<file path="src/rtl/bus_arb_pkg.sv">
// Shared types and default constants for the system bus arbiter.
package bus_arb_pkg;

  typedef enum logic [1:0] {
    IDLE  = 2'd0,
    GRANT = 2'd1,
    BUSY  = 2'd2,
    TURN  = 2'd3
  } arb_state_t;

  localparam int GRANT_WAIT_DEF = 16;
  localparam int MAX_HOLD_DEF   = 1024;

endpackage

</file>
<file path="src/rtl/bus_arbiter_rr_picker.sv">
// Round-robin picker: returns the first requesting index after 'last',
// wrapping modulo NREQ. Purely combinational.
module rr_picker #(
  parameter  int NREQ = 3,
  localparam int IDW  = $clog2(NREQ)
) (
  input  logic [NREQ-1:0] req,
  input  logic [IDW-1:0]  last,
  output logic [IDW-1:0]  pick,
  output logic            any
);

  logic [IDW-1:0] w_idx;

  // Scan from the farthest candidate back to last+1 so the nearest one wins
  always_comb begin
    pick  = '0;
    w_idx = '0;
    for (int i = NREQ; i >= 1; i--) begin
      w_idx = IDW'((int'(last) + i) % NREQ);
      if (req[w_idx]) pick = w_idx;
    end
  end

  assign any = |req;

endmodule

</file>
<file path="src/rtl/bus_arbiter.sv">
// Round-robin owner arbiter for the shared system bus.
// Optional feature: define BUS_ARB_WATCHDOG_EN to revoke a grant whose busy
// stays high for MAX_HOLD cycles and pulse err; otherwise err is tied low.
module bus_arbiter
  import bus_arb_pkg::*;
#(
  parameter  int NREQ       = 3,
  parameter  int GRANT_WAIT = GRANT_WAIT_DEF,
  parameter  int MAX_HOLD   = MAX_HOLD_DEF,
  localparam int IDW        = $clog2(NREQ)
) (
  input  logic            clk,
  input  logic            reset,
  input  logic [NREQ-1:0] req,
  input  logic [NREQ-1:0] busy,
  output logic [NREQ-1:0] grant,
  output logic            grant_valid,
  output logic [IDW-1:0]  owner,
  output logic            err
);

  localparam int WAIT_W = $clog2(GRANT_WAIT + 1);

  arb_state_t        r_state, w_state_nxt;
  logic [IDW-1:0]    r_owner, w_owner_nxt;
  logic [IDW-1:0]    r_last, w_last_nxt;
  logic [WAIT_W-1:0] r_wait_cnt, w_wait_nxt;
  logic [IDW-1:0]    w_pick_last, w_pick;
  logic              w_any;
  logic [NREQ-1:0]   w_grant;
`ifdef BUS_ARB_WATCHDOG_EN
  localparam int HOLD_W = $clog2(MAX_HOLD + 1);
  logic [HOLD_W-1:0] r_hold_cnt, w_hold_nxt;
  logic              r_err, w_err_nxt;
`endif

  // In TURN the outgoing owner becomes the new round-robin reference immediately
  assign w_pick_last = (r_state == TURN) ? r_owner : r_last;

  rr_picker #(.NREQ(NREQ)) u_picker (
    .req  (req),
    .last (w_pick_last),
    .pick (w_pick),
    .any  (w_any)
  );

  // Next-state and next-register logic for the ownership FSM
  always_comb begin
    w_state_nxt = r_state;
    w_owner_nxt = r_owner;
    w_last_nxt  = r_last;
    w_wait_nxt  = r_wait_cnt;
`ifdef BUS_ARB_WATCHDOG_EN
    w_hold_nxt  = r_hold_cnt;
    w_err_nxt   = 1'b0;
`endif
    unique case (r_state)
      IDLE: begin
        if (w_any) begin
          w_owner_nxt = w_pick;
          w_wait_nxt  = '0;
          w_state_nxt = GRANT;
        end
      end
      GRANT: begin
        w_wait_nxt = r_wait_cnt + WAIT_W'(1);
        if (busy[r_owner]) begin
          w_state_nxt = BUSY;
          w_wait_nxt  = '0;
`ifdef BUS_ARB_WATCHDOG_EN
          w_hold_nxt  = '0;
`endif
        end else if (!req[r_owner]) begin
          w_state_nxt = TURN;
        end else if (r_wait_cnt == WAIT_W'(GRANT_WAIT - 1)) begin
          w_state_nxt = TURN;
        end
      end
      BUSY: begin
`ifdef BUS_ARB_WATCHDOG_EN
        w_hold_nxt = r_hold_cnt + HOLD_W'(1);
`endif
        if (!busy[r_owner]) begin
          w_state_nxt = TURN;
`ifdef BUS_ARB_WATCHDOG_EN
        end else if (r_hold_cnt == HOLD_W'(MAX_HOLD - 1)) begin
          w_err_nxt   = 1'b1;
          w_state_nxt = TURN;
`endif
        end
      end
      TURN: begin
        w_last_nxt = r_owner;
        w_wait_nxt = '0;
`ifdef BUS_ARB_WATCHDOG_EN
        w_hold_nxt = '0;
`endif
        if (w_any) begin
          w_owner_nxt = w_pick;
          w_state_nxt = GRANT;
        end else begin
          w_state_nxt = IDLE;
        end
      end
      default: w_state_nxt = IDLE;
    endcase
  end

  // State and bookkeeping registers, asynchronously cleared
  always_ff @(posedge clk or negedge reset) begin
    if (!reset) begin
      r_state    <= IDLE;
      r_owner    <= '0;
      r_last     <= IDW'(NREQ - 1);
      r_wait_cnt <= '0;
`ifdef BUS_ARB_WATCHDOG_EN
      r_hold_cnt <= '0;
      r_err      <= 1'b0;
`endif
    end else begin
      r_state    <= w_state_nxt;
      r_owner    <= w_owner_nxt;
      r_last     <= w_last_nxt;
      r_wait_cnt <= w_wait_nxt;
`ifdef BUS_ARB_WATCHDOG_EN
      r_hold_cnt <= w_hold_nxt;
      r_err      <= w_err_nxt;
`endif
    end
  end

  // One-hot grant decoded from registered state only
  always_comb begin
    w_grant = '0;
    if (r_state == GRANT || r_state == BUSY) w_grant[r_owner] = 1'b1;
  end

  assign grant       = w_grant;
  assign grant_valid = |w_grant;
  assign owner       = r_owner;
`ifdef BUS_ARB_WATCHDOG_EN
  assign err         = r_err;
`else
  assign err         = 1'b0;
`endif

endmodule

</file>
<file path="config.mk">
export PLATFORM = sky130hd
export DESIGN_NAME = bus_arbiter
export DESIGN_NICKNAME = d
export VERILOG_FILES = /design/src/rtl/bus_arb_pkg.sv /design/src/rtl/bus_arbiter_rr_picker.sv /design/src/rtl/bus_arbiter.sv
export SDC_FILE = /design/constraint.sdc
export NUM_CORES = 1
export LEC_CHECK = 0
export CORE_UTILIZATION = 35
export CTS_BUF_LIST = sky130_fd_sc_hd__clkbuf_16
export DETAILED_ROUTE_END_ITERATION = 16
export DONT_BUFFER_PORTS = 1
export HOLD_SLACK_MARGIN = 0.05
export PLACE_DENSITY = 0.46
export SETUP_SLACK_MARGIN = 0.15
export SLEW_MARGIN = 10
export SYNTH_ARGS = -nofsm -noshare
export SYNTH_HDL_FRONTEND = slang
export SYNTH_HIERARCHICAL = 1
export SYNTH_SLANG_ARGS = --single-unit
</file>
<file path="constraint.sdc">
create_clock -name clk -period 3.9 [get_ports clk]
set_clock_uncertainty 0.15 [all_clocks]
set_input_delay 0.585 -clock clk [delete_from_list [all_inputs] [get_ports clk]]
set_output_delay 0.585 -clock clk [all_outputs]
set_load 0.005 [all_outputs]
</file>
==> impl_metrics.csv <==
group,metric,value,unit
outcome,status,"finished clean",
global_routing,first_global_vias,608,
synth,postSynthNetCount,109,
synth,syn_inst,90,
setup_path,rr_worst_depth,8,
placed_design,gp_routability_congestion,0.8061,
placed_design,io_buffers,0,
global_routing,antenna_found_initial,0,
synth,syn_area,899.6,µm²
setup_path,crit_cells,8,
cts,ctsResizeCount,0,
route,drc,0,
setup_path,endpoint_kind,"flop",
setup_path,path_cells,"ha_1, mux2_2, ha_1, nand2b_1, o21ai_1, a221oi_1, nand2_1, o21ai_0",
timing,setup_ws,1.546,ns
layout,drive_gt1_share,14.29,%
floorplan,die_area,0.002777,mm²
setup_path,arrival,2.36,ns
synth,synth-simple-area-share,17.66,%
setup_path,cp.required,3.91,ns
global_routing,grt_pass1_wl,2801,µm
setup_path,path_delay_family,"adder cells",
timing,hold_viol_final,0,
setup_path,cp_num_buf_inv,0,
cts,cts_tree,"done",
floorplan,placement_rows,18,
layout,final_cell_mix,"ha_1 (11), dfrtp_1 (10), inv_1 (9)",
global_routing,grt_max_degree,14,
power_and_ir_drop,power_leakage,0.4444,nW
global_routing,overflow,0,
cts,cts.path.max_buffers,2,
timing,rsz0062_at_grt,"no",
synth,synth_ff_type,"dfrtp_1",
timing,finalCritPeriodShare,60.37,%
setup_path,crit_slowest_cell,"dfrtp_1",
route,first_pass_iters,4,
route,via_count,645,
synth,synth.distinct_cells,42,
power_and_ir_drop,peakVddDrop,415.1,µV
setup_path,cp_slowest_stage_delay,0.39,ns
placed_design,hpwl,1204,µm
layout,utilization,40.67,%
timing,drv_slew,0,
timing,tightestPinTransition,0.5430,ns
min_path,min_to,"r_wait_cnt[1]",
synth,synth-compound-area-share,21.42,%
floorplan,pin_count,15,
timing,fmax,424.8,MHz
global_routing,track_usage,14.68,%
timing,setup_violations,0,
setup_path,cp_max_fo,8,
floorplan,die_h,52.70,µm
setup_path,start_kind,"flop",
floorplan,start_util,36.65,%
timing,setup-tns-final,0,ns
synth,synth_top_family_by_area,"compound AO/OA/AOI/OAI gates",
layout,fin_nets,111,
min_path,hold_depth,2,
layout,diodes,0,
synth,synth_mux_area_share,8.067,%
setup_path,path_class,"flop to flop",
setup_path,r2r-start,"r_state[1]",
synth,ys_seq_elements,11,
cts,htreeDepth,1,
synth,synthAdderAreaFrac,15.30,%
synth,ys_seq_area_share,30.74,%
synth,synth_xor_area_share,0,%
route,wirelength,1649,µm
min_path,holdCritPathClass,"flop to flop",
floorplan,die_w,52.70,µm
route,ant_nets,0,
timing,relSlewSlack,63.68,%
cts,clk_pin_slew,0.04,ns
synth,synthArstFlopShare,100.0,%
run,max_cap_viol_count,0,
timing,period_minus_slack,2.354,ns
layout,syn_to_final_growth,10.99,%
min_path,worstHoldStart,"r_wait_cnt[1]",
route,vias_per_cell,5.331,
floorplan,core,0.002455,mm²
timing,hold_slack,0.3701,ns
layout,final_common_cell,"ha_1",
synth,yosys_warnings,6,
cts,cts_buffers,3,
setup_path,cp_common_cell,"ha_1",
route,wl_per_cell,13.63,µm
setup_path,r2r_end,"owner[0]",
cts,clock_latency,0.24,ns
setup_path,r2r_slack,1.55,ns
cts,cts_root_buf,"clkbuf_16",
placed_design,post-place-ws,1.561,ns
cts,cts_sinks,11,
power_and_ir_drop,finalPower,0.0007935,W
synth,synth-edff-count,0,
power_and_ir_drop,power_density,794.7,mW/mm²
route,drtIter0Drc,10,
synth,avgSynthCellArea,9.996,µm²
worst min-delay path: cells and delay by family (launching register included):
| family | cells | cell delay (ns) |
|---|---|---|
| AOI/OAI and AO/OA | 1 | 0.06 |
| DFF | 1 | 0.36 |
| and+or+nand+nor | 1 | 0.06 |
routing by layer:
layer / track usage, % / vias up / routed length [µm]
li1: - / 328 / -
met1: 19.72 / 299 / 848
met2: 19.41 / 13 / 664
met3: 6.087 / 5 / 92
met4: 7.895 / 0 / 44
met5: 0 / - / 0
how the worst max path moves through the flow:
stage | to | from | slack (ns)
6_report | owner[0] | r_state[1] | 1.55
4_1_cts | owner[1] | r_state[1] | 1.55
5_1_grt | owner[1] | r_state[1] | 1.43
3_3_place_gp | owner[0] | r_state[1] | 1.60
3_5_place_dp | owner[1] | r_state[1] | 1.56
2_1_floorplan | owner[1] | r_state[1] | 1.70
through the flow:
step / std cells / cell area [µm²]
floorplan: 90 / 899.6
global placement: 116 / 909.6
detailed placement: 116 / 909.6
CTS: 121 / 998.5
global route: 121 / 998.5
finish: 121 / 998.5
logic make-up after synthesis:
group	after synthesis
compound gates	23
fa+ha+maj	11
buf+inv	12
flops	11
mux	6
other cells	1
simple gates	26
Yosys cell counts, types with 2 or more instances:
cell type  instances  area, µm²
nand2_1            4      15.01
nand3b_1           3      22.52
a21o_1             3      22.52
dfrtp_1           10      250.2
nor2b_1            3      18.77
or3_1              2      12.51
o21ai_0            3      15.01
and3_1             2      12.51
and2b_1            2      15.01
o21ai_1            5      25.02
mux2_2             3      33.78
inv_1              8      30.03
nor3b_1            2      15.01
nor4_1             2      12.51
ha_1              11      137.6
sequential cells by signal (all words and copies together), names as in the netlist:
register / flops
r_state: 2
owner: 2
r_wait_cnt: 5
r_last: 2
timing repair:
action	in CTS	in global routing
buffers inserted	0	0
hold buffers	1	0
setup endpoints to repair	0	0
hold endpoints to repair	11	0
cell type report:
class	count	area [µm²]
timing repair buffer	1	10.01
tap	30	37.54
clock inverter	1	3.754
multi-input combinational	67	565.5
inverter	8	30.03
clock buffer	3	75.07
sequential	11	276.5
fill	239	1456
power by group:
| part | internal (W) | switching, W | total [W] | leakage [nW] |
|---|---|---|---|---|
| Sequential | 0.000150 | 0.0000431 | 0.000193 | 0.142 |
| Clock | 0.000135 | 0.0000513 | 0.000186 | 0.0423 |
| Combinational | 0.000199 | 0.000215 | 0.000414 | 0.260 |
| Total | 0.000484 | 0.000310 | 0.000793 | 0.444 |
Note: power is estimated with default switching activity, not from simulation.
